## config.mk

```make
export PLATFORM = sky130hd
export DESIGN_NAME = dmem_load_unit
export DESIGN_NICKNAME = d
export VERILOG_FILES = /design/src/rtl/rv151_pkg.sv /design/src/rtl/load_extend.sv /design/src/rtl/dmem_load_unit.sv
export SDC_FILE = /design/constraint.sdc
export NUM_CORES = 1
export LEC_CHECK = 0
export CAP_MARGIN = 20
export CELL_PAD_IN_SITES_DETAIL_PLACEMENT = 2
export CELL_PAD_IN_SITES_GLOBAL_PLACEMENT = 2
export CORE_ASPECT_RATIO = 0.8
export CORE_MARGIN = 1.5
export CORE_UTILIZATION = 28
export DETAILED_ROUTE_END_ITERATION = 10
export PLACE_DENSITY_LB_ADDON = 0.15
export SYNTH_ARGS = -nofsm -noshare
export SYNTH_HDL_FRONTEND = slang
export SYNTH_SLANG_ARGS = --single-unit
```

## constraint.sdc

```tcl
create_clock -name clock -period 5.03 [get_ports clock]
set_input_delay 1.006 -clock clock [delete_from_list [all_inputs] [get_ports clock]]
set_output_delay 1.006 -clock clock [all_outputs]
set_load 0.01 [all_outputs]
```

## src/rtl/rv151_pkg.sv

```systemverilog
// rv151_pkg: shared RV151 constants, load funct3 codes and load FSM states.
// Imported by the data-memory load path.
package rv151_pkg;

   localparam int XLEN = 32;

   localparam logic [2:0] LB  = 3'b000;
   localparam logic [2:0] LH  = 3'b001;
   localparam logic [2:0] LW  = 3'b010;
   localparam logic [2:0] LBU = 3'b100;
   localparam logic [2:0] LHU = 3'b101;

   typedef enum logic [1:0] {
      IDLE  = 2'd0,
      ISSUE = 2'd1,
      WAIT  = 2'd2,
      RESP  = 2'd3
   } state_t;

endpackage

```

## src/rtl/load_extend.sv

```systemverilog
// load_extend: selects the byte/half/word lane of a read word and
// sign- or zero-extends it according to the RV32I load funct3.
module load_extend (
   input  logic [31:0] word,
   input  logic [1:0]  off,
   input  logic [2:0]  funct3,
   output logic [31:0] result
);
   import rv151_pkg::*;

   logic [7:0]  w_byte;
   logic [15:0] w_half;

   always_comb begin
      w_byte = 8'(word >> {off, 3'b000});
      w_half = off[1] ? word[31:16] : word[15:0];
      result = '0;
      case (funct3)
         LB:      result = {{24{w_byte[7]}}, w_byte};
         LBU:     result = {24'd0, w_byte};
         LH:      result = {{16{w_half[15]}}, w_half};
         LHU:     result = {16'd0, w_half};
         LW:      result = word;
         default: result = '0;
      endcase
   end

endmodule

```

## src/rtl/dmem_load_unit.sv

```systemverilog
// dmem_load_unit: issues one word-aligned dmem read per load and extends the result.
// Optional DMEM_LOAD_MISALIGN_CHECK_EN adds io_misalign and skips misaligned accesses.
module dmem_load_unit #(
   parameter int ADDR_W = 32,
   parameter int XLEN   = 32
) (
   input  logic              clock,
   input  logic              reset,
   input  logic              io_req_valid,
   output logic              io_req_ready,
   input  logic [ADDR_W-1:0] io_req_addr,
   input  logic [2:0]        io_req_funct3,
   input  logic [4:0]        io_req_rd,
   output logic              io_mem_req_valid,
   input  logic              io_mem_req_ready,
   output logic [ADDR_W-1:0] io_mem_req_addr,
   input  logic              io_mem_resp_valid,
   input  logic [XLEN-1:0]   io_mem_resp_data,
   output logic              io_wb_valid,
   output logic [XLEN-1:0]   io_wb_data,
   output logic [4:0]        io_wb_rd,
`ifdef DMEM_LOAD_MISALIGN_CHECK_EN
   output logic              io_misalign,
`endif
   output logic              io_stall
);
   import rv151_pkg::*;

   state_t            r_state;
   logic [1:0]        r_off;
   logic [2:0]        r_f3;
   logic [4:0]        r_rd;
   logic [ADDR_W-1:0] r_addr;
   logic [XLEN-1:0]   r_data;
   logic [31:0]       w_ext;
   logic              w_mis;

   load_extend u_ext (
      .word   (io_mem_resp_data),
      .off    (r_off),
      .funct3 (r_f3),
      .result (w_ext)
   );

`ifdef DMEM_LOAD_MISALIGN_CHECK_EN
   logic r_mis;

   always_comb begin
      w_mis = 1'b0;
      if ((io_req_funct3 == LH) || (io_req_funct3 == LHU))
         w_mis = io_req_addr[0];
      else if (io_req_funct3 == LW)
         w_mis = (io_req_addr[1:0] != 2'b00);
   end

   always_ff @(posedge clock or negedge reset) begin
      if (!reset)
         r_mis <= 1'b0;
      else if (r_state == IDLE && io_req_valid)
         r_mis <= w_mis;
   end

   assign io_misalign = r_mis & (r_state == RESP);
`else
   assign w_mis = 1'b0;
`endif

   // r_data is cleared on accept so a skipped access writes back 0
   always_ff @(posedge clock or negedge reset) begin
      if (!reset) begin
         r_state <= IDLE;
         r_off   <= '0;
         r_f3    <= '0;
         r_rd    <= '0;
         r_addr  <= '0;
         r_data  <= '0;
      end else begin
         case (r_state)
            IDLE: begin
               if (io_req_valid) begin
                  r_off   <= io_req_addr[1:0];
                  r_f3    <= io_req_funct3;
                  r_rd    <= io_req_rd;
                  r_addr  <= {io_req_addr[ADDR_W-1:2], 2'b00};
                  r_data  <= '0;
                  r_state <= w_mis ? RESP : ISSUE;
               end
            end
            ISSUE: begin
               if (io_mem_req_ready)
                  r_state <= WAIT;
            end
            WAIT: begin
               if (io_mem_resp_valid) begin
                  r_data  <= w_ext;
                  r_state <= RESP;
               end
            end
            RESP:    r_state <= IDLE;
            default: r_state <= IDLE;
         endcase
      end
   end

   assign io_req_ready     = (r_state == IDLE);
   assign io_mem_req_valid = (r_state == ISSUE);
   assign io_mem_req_addr  = r_addr;
   assign io_wb_valid      = (r_state == RESP);
   assign io_wb_data       = r_data;
   assign io_wb_rd         = r_rd;
   assign io_stall         = (r_state != IDLE);

endmodule

```

**Word-level counts from Yosys, hierarchy flattened**

Index checks and enable logic that the tools add are counted.

- Register bits: 74
- Latch bits: 0
- Memory bits (writable): 0
- Bits in read-only memories: 0
- Output and inout bits: 73
- Logic and storage cells: 33
- Memories: 0

- Add/subtract/negate cells: 0
- Multipliers: 0
- Divide/modulo/power cells: 0
- Magnitude comparators: 0
- Equal/unequal tests: 10
- Shift-type cells: 1
- Muxes and demuxes: 9
- Bitwise operators: 0
- Reduce and logical (&&, ||, !) cells: 7

Operators with widths:

| kind | number |
|---|---|
| $pmux W32 S5 | 1 |
| $mux W32 | 2 |
| $pmux W32 S2 | 1 |
| $shr A32 B5 Y8 | 1 |
| $mux W16 | 1 |
| $pmux W2 S4 | 1 |
| $eq A3 B3 Y1 const B | 2 |
| $mux W2 | 3 |
| $reduce_and A3 Y1 | 2 |
| $eq A2 B2 Y1 const B | 2 |
| $ne A2 B2 Y1 const B | 2 |
| $reduce_bool A2 Y1 | 2 |
| $eq A3 B1 Y1 const B | 1 |
| $eq A3 B2 Y1 const B | 1 |
| $logic_not A3 Y1 | 1 |
| $eq A2 B1 Y1 const B | 1 |
| $logic_not A2 Y1 | 1 |
| $ne A2 B1 Y1 const B | 1 |
| $reduce_and A2 Y1 | 1 |

**Logic depth before layout (Yosys ltp)**

Gate-level depths: netlist of run 1.

- Depth after elaboration: 4
- Mapped depth: 8
- Depth with buffers taken out: 6

**Modules after synthesis**

From an unflattened synthesis of run 1, not the netlist that was laid out.

- Cell total of the unflattened synthesis: 290
- Area total of the unflattened synthesis: 3658.5 µm²

By module, submodules not included:

| module | instances | cells an instance | area each (µm²) | seq. area each (µm²) |
|---|---|---|---|---|
| dmem_load_unit | 1 | 179 | 2836.5 | 1851.8 |
| load_extend | 1 | 111 | 822.0 | 0.0 |

**Least setup slack after synthesis of run 1**

No wires, ideal clock.

- Path kind: input-to-reg
- From: input port io_mem_resp_data[7]
- To: register r_data[22] (netlist: io_wb_data[22])
- Arrival: 2.250 ns
- Data required time: 4.904 ns
- Path slack: 2.655 ns
- Stages on the path: 5
- Buffers on the path: 1
- Path through: mux2_4 > mux4_2 > nor4b_4 > buf_6 > a221o_1

- Word-level cells in the longest chain between the ends: 4

RTL lines:

| element | RTL line | RTL |
|---|---|---|
| start: declaration | dmem_load_unit.sv:18 | `input logic [XLEN-1:0] io_mem_resp_data,` |
| $shr A32 B5 Y8 | load_extend.sv:15 | `w_byte = 8'(word >> {off, 3'b000});` |
| $pmux W32 S5 | load_extend.sv:18 | `case (funct3)` |
| $mux W32 | dmem_load_unit.sv:94 | `if (io_mem_resp_valid) begin` |
| $pmux W32 S2 | dmem_load_unit.sv:78 | `case (r_state)` |
| end signal: assignment | dmem_load_unit.sv:95 | `r_data <= w_ext;` |
| end: declaration | dmem_load_unit.sv:34 | `logic [XLEN-1:0] r_data;` |

Every way passes these cells. The select of a mux whose other input is x is not followed.
A chain may end at the register's enable or synchronous reset.

**Worst setup path in the final report of run 1**

- From: register r_state[1]
- To: output port io_req_ready

- Word-level cells in the longest chain between the ends: 1

RTL lines:

| element | RTL line | RTL |
|---|---|---|
| start: declaration | dmem_load_unit.sv:29 | `state_t r_state;` |
| start signal: assignment | dmem_load_unit.sv:86 | `r_state <= w_mis ? RESP : ISSUE;` |
| $logic_not A2 Y1 | dmem_load_unit.sv:105 | `assign io_req_ready = (r_state == IDLE);` |
| end: declaration | dmem_load_unit.sv:10 | `output logic io_req_ready,` |

Every way passes these cells.

==> flow_metrics.tcl, run 1 <==
set metrics [dict create \
    cts_setup_buffers 0 \
    setup_tns_ns 0 \
    worst_slew_pin_slew_ns 0.9955 \
    route.detailed.drc 0 \
    die_y_um 99.91 \
    finalCriticalPeriod_ns 2.752 \
    yosys_warnings 0 \
    fin_ws_ns 2.278 \
    drive_gt1_frac 0.1873 \
    drtIter0Drc 169 \
    cts_tree "done" \
    slew_viol_final 0 \
    powerDensity_mw_per_mm2 634.9 \
    viasPerCell 4.891 \
    setup_viol 0 \
    startpoint_type "flop" \
    pwr-share-clk 0.204 \
    arrival_ns 1.75 \
    combPwrFrac 0.468 \
    cts.htree.levels 3 \
    crit_type "flop to output port" \
    cts.path.max_buffers 2 \
    core-area_mm2 0.01147 \
    hold_viol 0 \
    drt-total-wl_um 10660 \
    slew_headroom 0.3349 \
    cap_violations 0 \
    first_pass_iters 5 \
    grt-ovfl-total 0 \
    ys_ff_latch 74 \
    ctsRootBufferMaster "clkbuf_16" \
    dieWidth_um 124.1 \
    gp_congestion 0.7742 \
    endpoint_kind "output port" \
    diodes 0 \
    antenna_found_initial 0 \
    grt_pass1_vias 2910 \
    synth_cell_types 33 \
    syn_inst 247 \
    outcome "complete, no violations" \
    p_sw_mw 1.129 \
    leakagePower_nw 2.199 \
    dp_slack_ns 2.011 \
    fp-row-count 35 \
    grt_pass1_wl_um 16680 \
    io_pins 150 \
    post-dp-hpwl_um 7715 \
    power.internal_mw 2.168 \
    insertion_delay_ns 0.33 \
    grtUsageTotal 0.1805 \
    die-area_mm2 0.01240 \
    switching_share 0.3424 \
    seq_area_frac_synth 0.5634 \
    antenna_left 0 \
    synth_area_per_cell_um2 13.31 \
    grt_max_degree 75 \
    max_freq_ghz 0.3633 \
    numPortBuffers 147 \
    pwr-share-seq 0.329 \
    synth_area_mm2 0.003287 \
    final_cell_mix "clkdlybuf4s50_1, dfrtp_1, mux2_2, a221o_1, a22oi_1" \
    crit_fanout 5 \
    fin_crit_sh 0.5472 \
    hp-class "flop to flop" \
    rsz0062_at_grt "no" \
    cp.required_ns 4.02 \
    start_util 0.2865 \
    clkTransAtPathRegs_ns 0.06 \
    fin_nets 472 \
    ctsHoldBuffers 0 \
    avgRoutedWirePerCell_um 19.63 \
    final_common_cell "clkdlybuf4s50_1" \
    vdd_ir_drop_max_mv 0.2775 \
    finalClockSkew_ns 0.007916 \
    timing.rr.start "r_off[1]" \
    syn2layout_area_growth_pct 58.01 \
    ctsResizeCount 0 \
    min_from "io_wb_data[13]" \
    clock_sinks 74 \
    num_vias 2656 \
    crit_path_start "r_state[1]" \
    numCtsBuffers 9 \
]
==> cells in the mapped netlist (all sizes together) <==
master   n  area, um^2
mux4     1       22.52
a222oi   7       70.07
nor2b    3       18.77
o211ai   1       7.510
a21oi    8       40.04
or2      1       6.260
a22oi   10       75.07
clkbuf  14       52.55
ha       5       62.56
inv      3       11.26
mux2    50       570.6
a31oi    1       6.260
and3     1       6.260
dfrtp   74        1852
o21bai   1       7.510
nor4b    2       32.53
nand2b   3       18.77
nand4    1       6.260
nor3b    5       37.54
a21o     9       67.56
nor4     1       6.260
conb     1       3.750
buf      5       36.28
nand3    2       10.01
a221o   16       160.2
nand2    9       33.78
o21ai   12       60.06
nor3     1       5.000
==> cell type report <==
class / instances / area (um^2)
repair buffers: 150 / 1491
clock buffers: 11 / 252.7
flip-flops and latches: 74 / 1852
multi-input cells: 152 / 1341
fillers: 1145 / 6280
clock inverters: 5 / 60.06
well taps: 148 / 185.2
inverters: 3 / 11.26
==> path summary, 6_finish.rpt <==
check                                  to  slack, ns  cells past startpoint
max                          io_req_ready       2.28                      3
min                        io_wb_data[13]       0.48                      1
max reg2reg                 io_wb_data[0]       2.76                      3
min reg2reg                io_wb_data[13]       0.48                      1
max in group asynchronous   io_wb_data[8]       3.58                      1
min in group asynchronous     io_wb_rd[1]       0.83                      1
==> per-stage QoR <==
step	util	area, um^2	instances	hold WS, ns	power (mW)
after floorplan	-	3291	248	0.5180	1.823
after global routing	0.4527	5194	543	0.5015	3.523
final	0.4527	5194	543	0.4794	3.298
after detailed placement	0.4254	4881	527	0.4704	2.657
after CTS	0.4527	5194	543	0.4844	3.359
after global placement	0.4248	4873	526	0.4625	2.606
==> registers in the layout, summed over array words and instances, names as in the netlist <==
register         cells
io_wb_data          32
io_mem_req_addr     30
io_wb_rd             5
r_f3                 3
r_off                2
r_state              2
==> worst max-delay path: stages, from the launching register on <==
cell,delay (ns)
dfrtp_1,0.41
inv_1,0.14
ha_1,0.29
clkdlybuf4s50_1,0.58
==> kinds of logic after synthesis <==
family / after synthesis / share of synthesized area
flops: 74 / 0.5634
compound gates: 65 / 0.1504
mux: 51 / 0.1804
simple gates: 29 / 0.05520
buf+inv: 22 / 0.03045
fa+ha+maj: 5 / 0.01903
other cells: 1 / 0.001141
==> routing by layer <==
metal	up-vias	wire, um	track usage
met5	-	0	0
met4	0	87	0.04371
met3	6	921	0.08636
met2	91	4968	0.2756
met1	1344	4681	0.2313
li1	1215	-	-
==> power by group through the flow <==
stage,clock (mW),sequential (mW),combinational [mW]
after floorplan,0,1.15,0.676
after global placement,0,1.08,1.52
after detailed placement,0,1.10,1.56
after CTS,0.694,1.09,1.57
after global routing,0.721,1.13,1.67
final,0.671,1.08,1.54
Power figures use the tool's default switching activity.
==> run 2, diff against run 1 <==
--- a/config.mk
+++ b/config.mk
@@ -10,7 +10,7 @@
 export CELL_PAD_IN_SITES_GLOBAL_PLACEMENT = 2
 export CORE_ASPECT_RATIO = 0.8
 export CORE_MARGIN = 1.5
-export CORE_UTILIZATION = 28
+export CORE_UTILIZATION = 26
 export DETAILED_ROUTE_END_ITERATION = 10
 export PLACE_DENSITY_LB_ADDON = 0.15
 export SYNTH_ARGS = -nofsm -noshare
==> constraint.sdc (replaced) <==
create_clock -name clock -period 2.6 [get_ports clock]
set_input_delay 0.52 -clock clock [delete_from_list [all_inputs] [get_ports clock]]
set_output_delay 0.52 -clock clock [all_outputs]
set_load 0.01 [all_outputs]
==> run 2 against run 1 <==
Final area rose by 2.8%; global-route usage fell by 0.80 points; via count rose by 1.2%; clock-buffer cell count did not move; sequential cell count did not move; final cell count rose by 5.7%; critical path depth rose by 3; routed wire length rose by 2.5%; core utilization fell by 1.7 points; largest power group unchanged; highest routed layer unchanged.
==> flow_metrics.tcl, run 2 (same netlist as run 1, synthesis figures left out) <==
set metrics [dict create \
    dpl.cell_count 559 \
    grt_pass1_wl_um 17550 \
    final_util 0.4360 \
    cts_setup_buffers 0 \
    timing.hold.ws_ns 0.3415 \
    grtUsageTotal 0.1725 \
    cap_violations 0 \
    core-area_mm2 0.01225 \
    hold_viol 0 \
    dp_slack_ns 0.007003 \
    startpoint_type "flop" \
    p_sw_mw 2.187 \
    grt-ovfl-total 0 \
    first_pass_iters 4 \
    clock_sinks 74 \
    io_pins 150 \
    die-area_mm2 0.01333 \
    crit_fanout 16 \
    switching_share 0.3297 \
    final_cell_area_mm2 0.005341 \
    ctsResizeCount 0 \
    drt-total-wl_um 10920 \
    final_cells 574 \
    worst_slew_pin_slew_ns 1.022 \
    fp-row-count 36 \
    drive_gt1_frac 0.2035 \
    gp_congestion 0.8346 \
    diodes 0 \
    num_vias 2687 \
    setup_viol 0 \
    pwr-share-seq 0.310 \
    fin_ws_ns 0.3590 \
    slew_viol_final 0 \
    cts_tree "done" \
    cts.path.max_buffers 2 \
    post-dp-hpwl_um 8061 \
    max_freq_ghz 0.4462 \
    combPwrFrac 0.466 \
    cp.required_ns 2.87 \
    endpoint_kind "flop" \
    powerDensity_mw_per_mm2 1242 \
    grt_pass1_vias 3077 \
    syn2layout_area_growth_pct 62.50 \
    ctsRootBufferMaster "clkbuf_16" \
    crit_type "flop to flop" \
    die_y_um 103.6 \
    leakagePower_nw 2.266 \
    start_util 0.2683 \
    setup_tns_ns 0 \
    final_common_cell "clkdlybuf4s50_1" \
    antenna_left 0 \
    p_total_mw 6.632 \
    hp-class "input pin to asynchronous set/reset pin" \
    fin_nets 481 \
    finalCriticalPeriod_ns 2.241 \
    fillCellCount 1279 \
    largest_register_ffs 32 \
    slew_headroom 0.3170 \
    place_area_mm2 0.004990 \
    drtIter0Drc 100 \
    cts.htree.levels 3 \
    ctsHoldBuffers 0 \
    antenna_found_initial 0 \
    final_cell_mix "clkdlybuf4s50_1, dfrtp_1, mux2_2, a221o_1, buf_4" \
    power.internal_mw 4.445 \
    finalClockSkew_ns 0.005724 \
    arrival_ns 2.51 \
    fin_crit_sh 0.8619 \
    route.detailed.drc 0 \
    grt_max_degree 75 \
    dieWidth_um 128.7 \
    viasPerCell 4.681 \
    avgRoutedWirePerCell_um 19.03 \
    rsz0062_at_grt "no" \
    insertion_delay_ns 0.33 \
    outcome "complete, no violations" \
    clkTransAtPathRegs_ns 0.06 \
    numPortBuffers 147 \
    vdd_ir_drop_max_mv 0.4760 \
    pwr-share-clk 0.223 \
    numCtsBuffers 9 \
]
## run 2: changes by cell type in the layout (fill, tap and decap cells not counted), sizes merged
cell      before  now
bufinv         1    3
clkinvlp       1    0
inv            5    3
buf            4   13
## run 2: area by class of cell
class	count	area [um^2]	share of cell area
repair buffers	159	1572	0.2942
inverters	3	11.26	0.002108
clock buffers	11	252.7	0.04732
clock inverters	4	98.84	0.01851
multi-input cells	152	1341	0.2511
flip-flops and latches	74	1852	0.3467
well taps	171	214.0	0.04006
## run 2: worst paths after layout
kind                       depth (start not counted)  slack, ns            endpoint            from
hold / removal                                     1       0.34          r_state[0]           reset
setup reg to reg                                   6       0.36      io_wb_data[20]      r_state[0]
setup / recovery                                   6       0.36      io_wb_data[20]      r_state[0]
hold reg to reg                                    1       0.48      io_wb_data[13]  io_wb_data[13]
max in group asynchronous                          1       1.61  io_mem_req_addr[3]           reset
min in group clock                                 1       0.48      io_wb_data[13]  io_wb_data[13]
## run 2: critical path, stage by stage, from the launching register on
cell and delay, ns:
dfrtp_1 0.38, inv_1 0.10, ha_1 0.28, nand2b_1 0.16, nand3_1 0.16, nor2b_1 0.82, a221o_1 0.28
## run 2: layer usage
layer	GRT usage	vias up	share of wire
met1	0.2209	1347	0.43
li1	-	1233	-
met4	0.04334	0	0.011
met5	0	-	0
met2	0.2643	98	0.46
met3	0.07851	9	0.097
## run 2: power groups by stage
| stage | clock [mW] | sequential (mW) | combinational [mW] |
|---|---|---|---|
| finish | 1.48 | 2.06 | 3.09 |
| global route | 1.56 | 2.15 | 3.36 |
| CTS | 1.53 | 2.07 | 3.15 |
| detailed placement | 0 | 2.08 | 3.12 |
| global placement | 0 | 2.04 | 3.06 |
| floorplan | 0 | 2.22 | 1.31 |
==> run 3, diff against run 2 <==
--- a/config.mk
+++ b/config.mk
@@ -11,6 +11,7 @@
 export CORE_ASPECT_RATIO = 0.8
 export CORE_MARGIN = 1.5
 export CORE_UTILIZATION = 26
+export CTS_CLUSTER_SIZE = 8
 export DETAILED_ROUTE_END_ITERATION = 10
 export PLACE_DENSITY_LB_ADDON = 0.15
 export SYNTH_ARGS = -nofsm -noshare
==> results of run 3 <==
No change in the layout: final DEF, timing and power equal those of run 2.
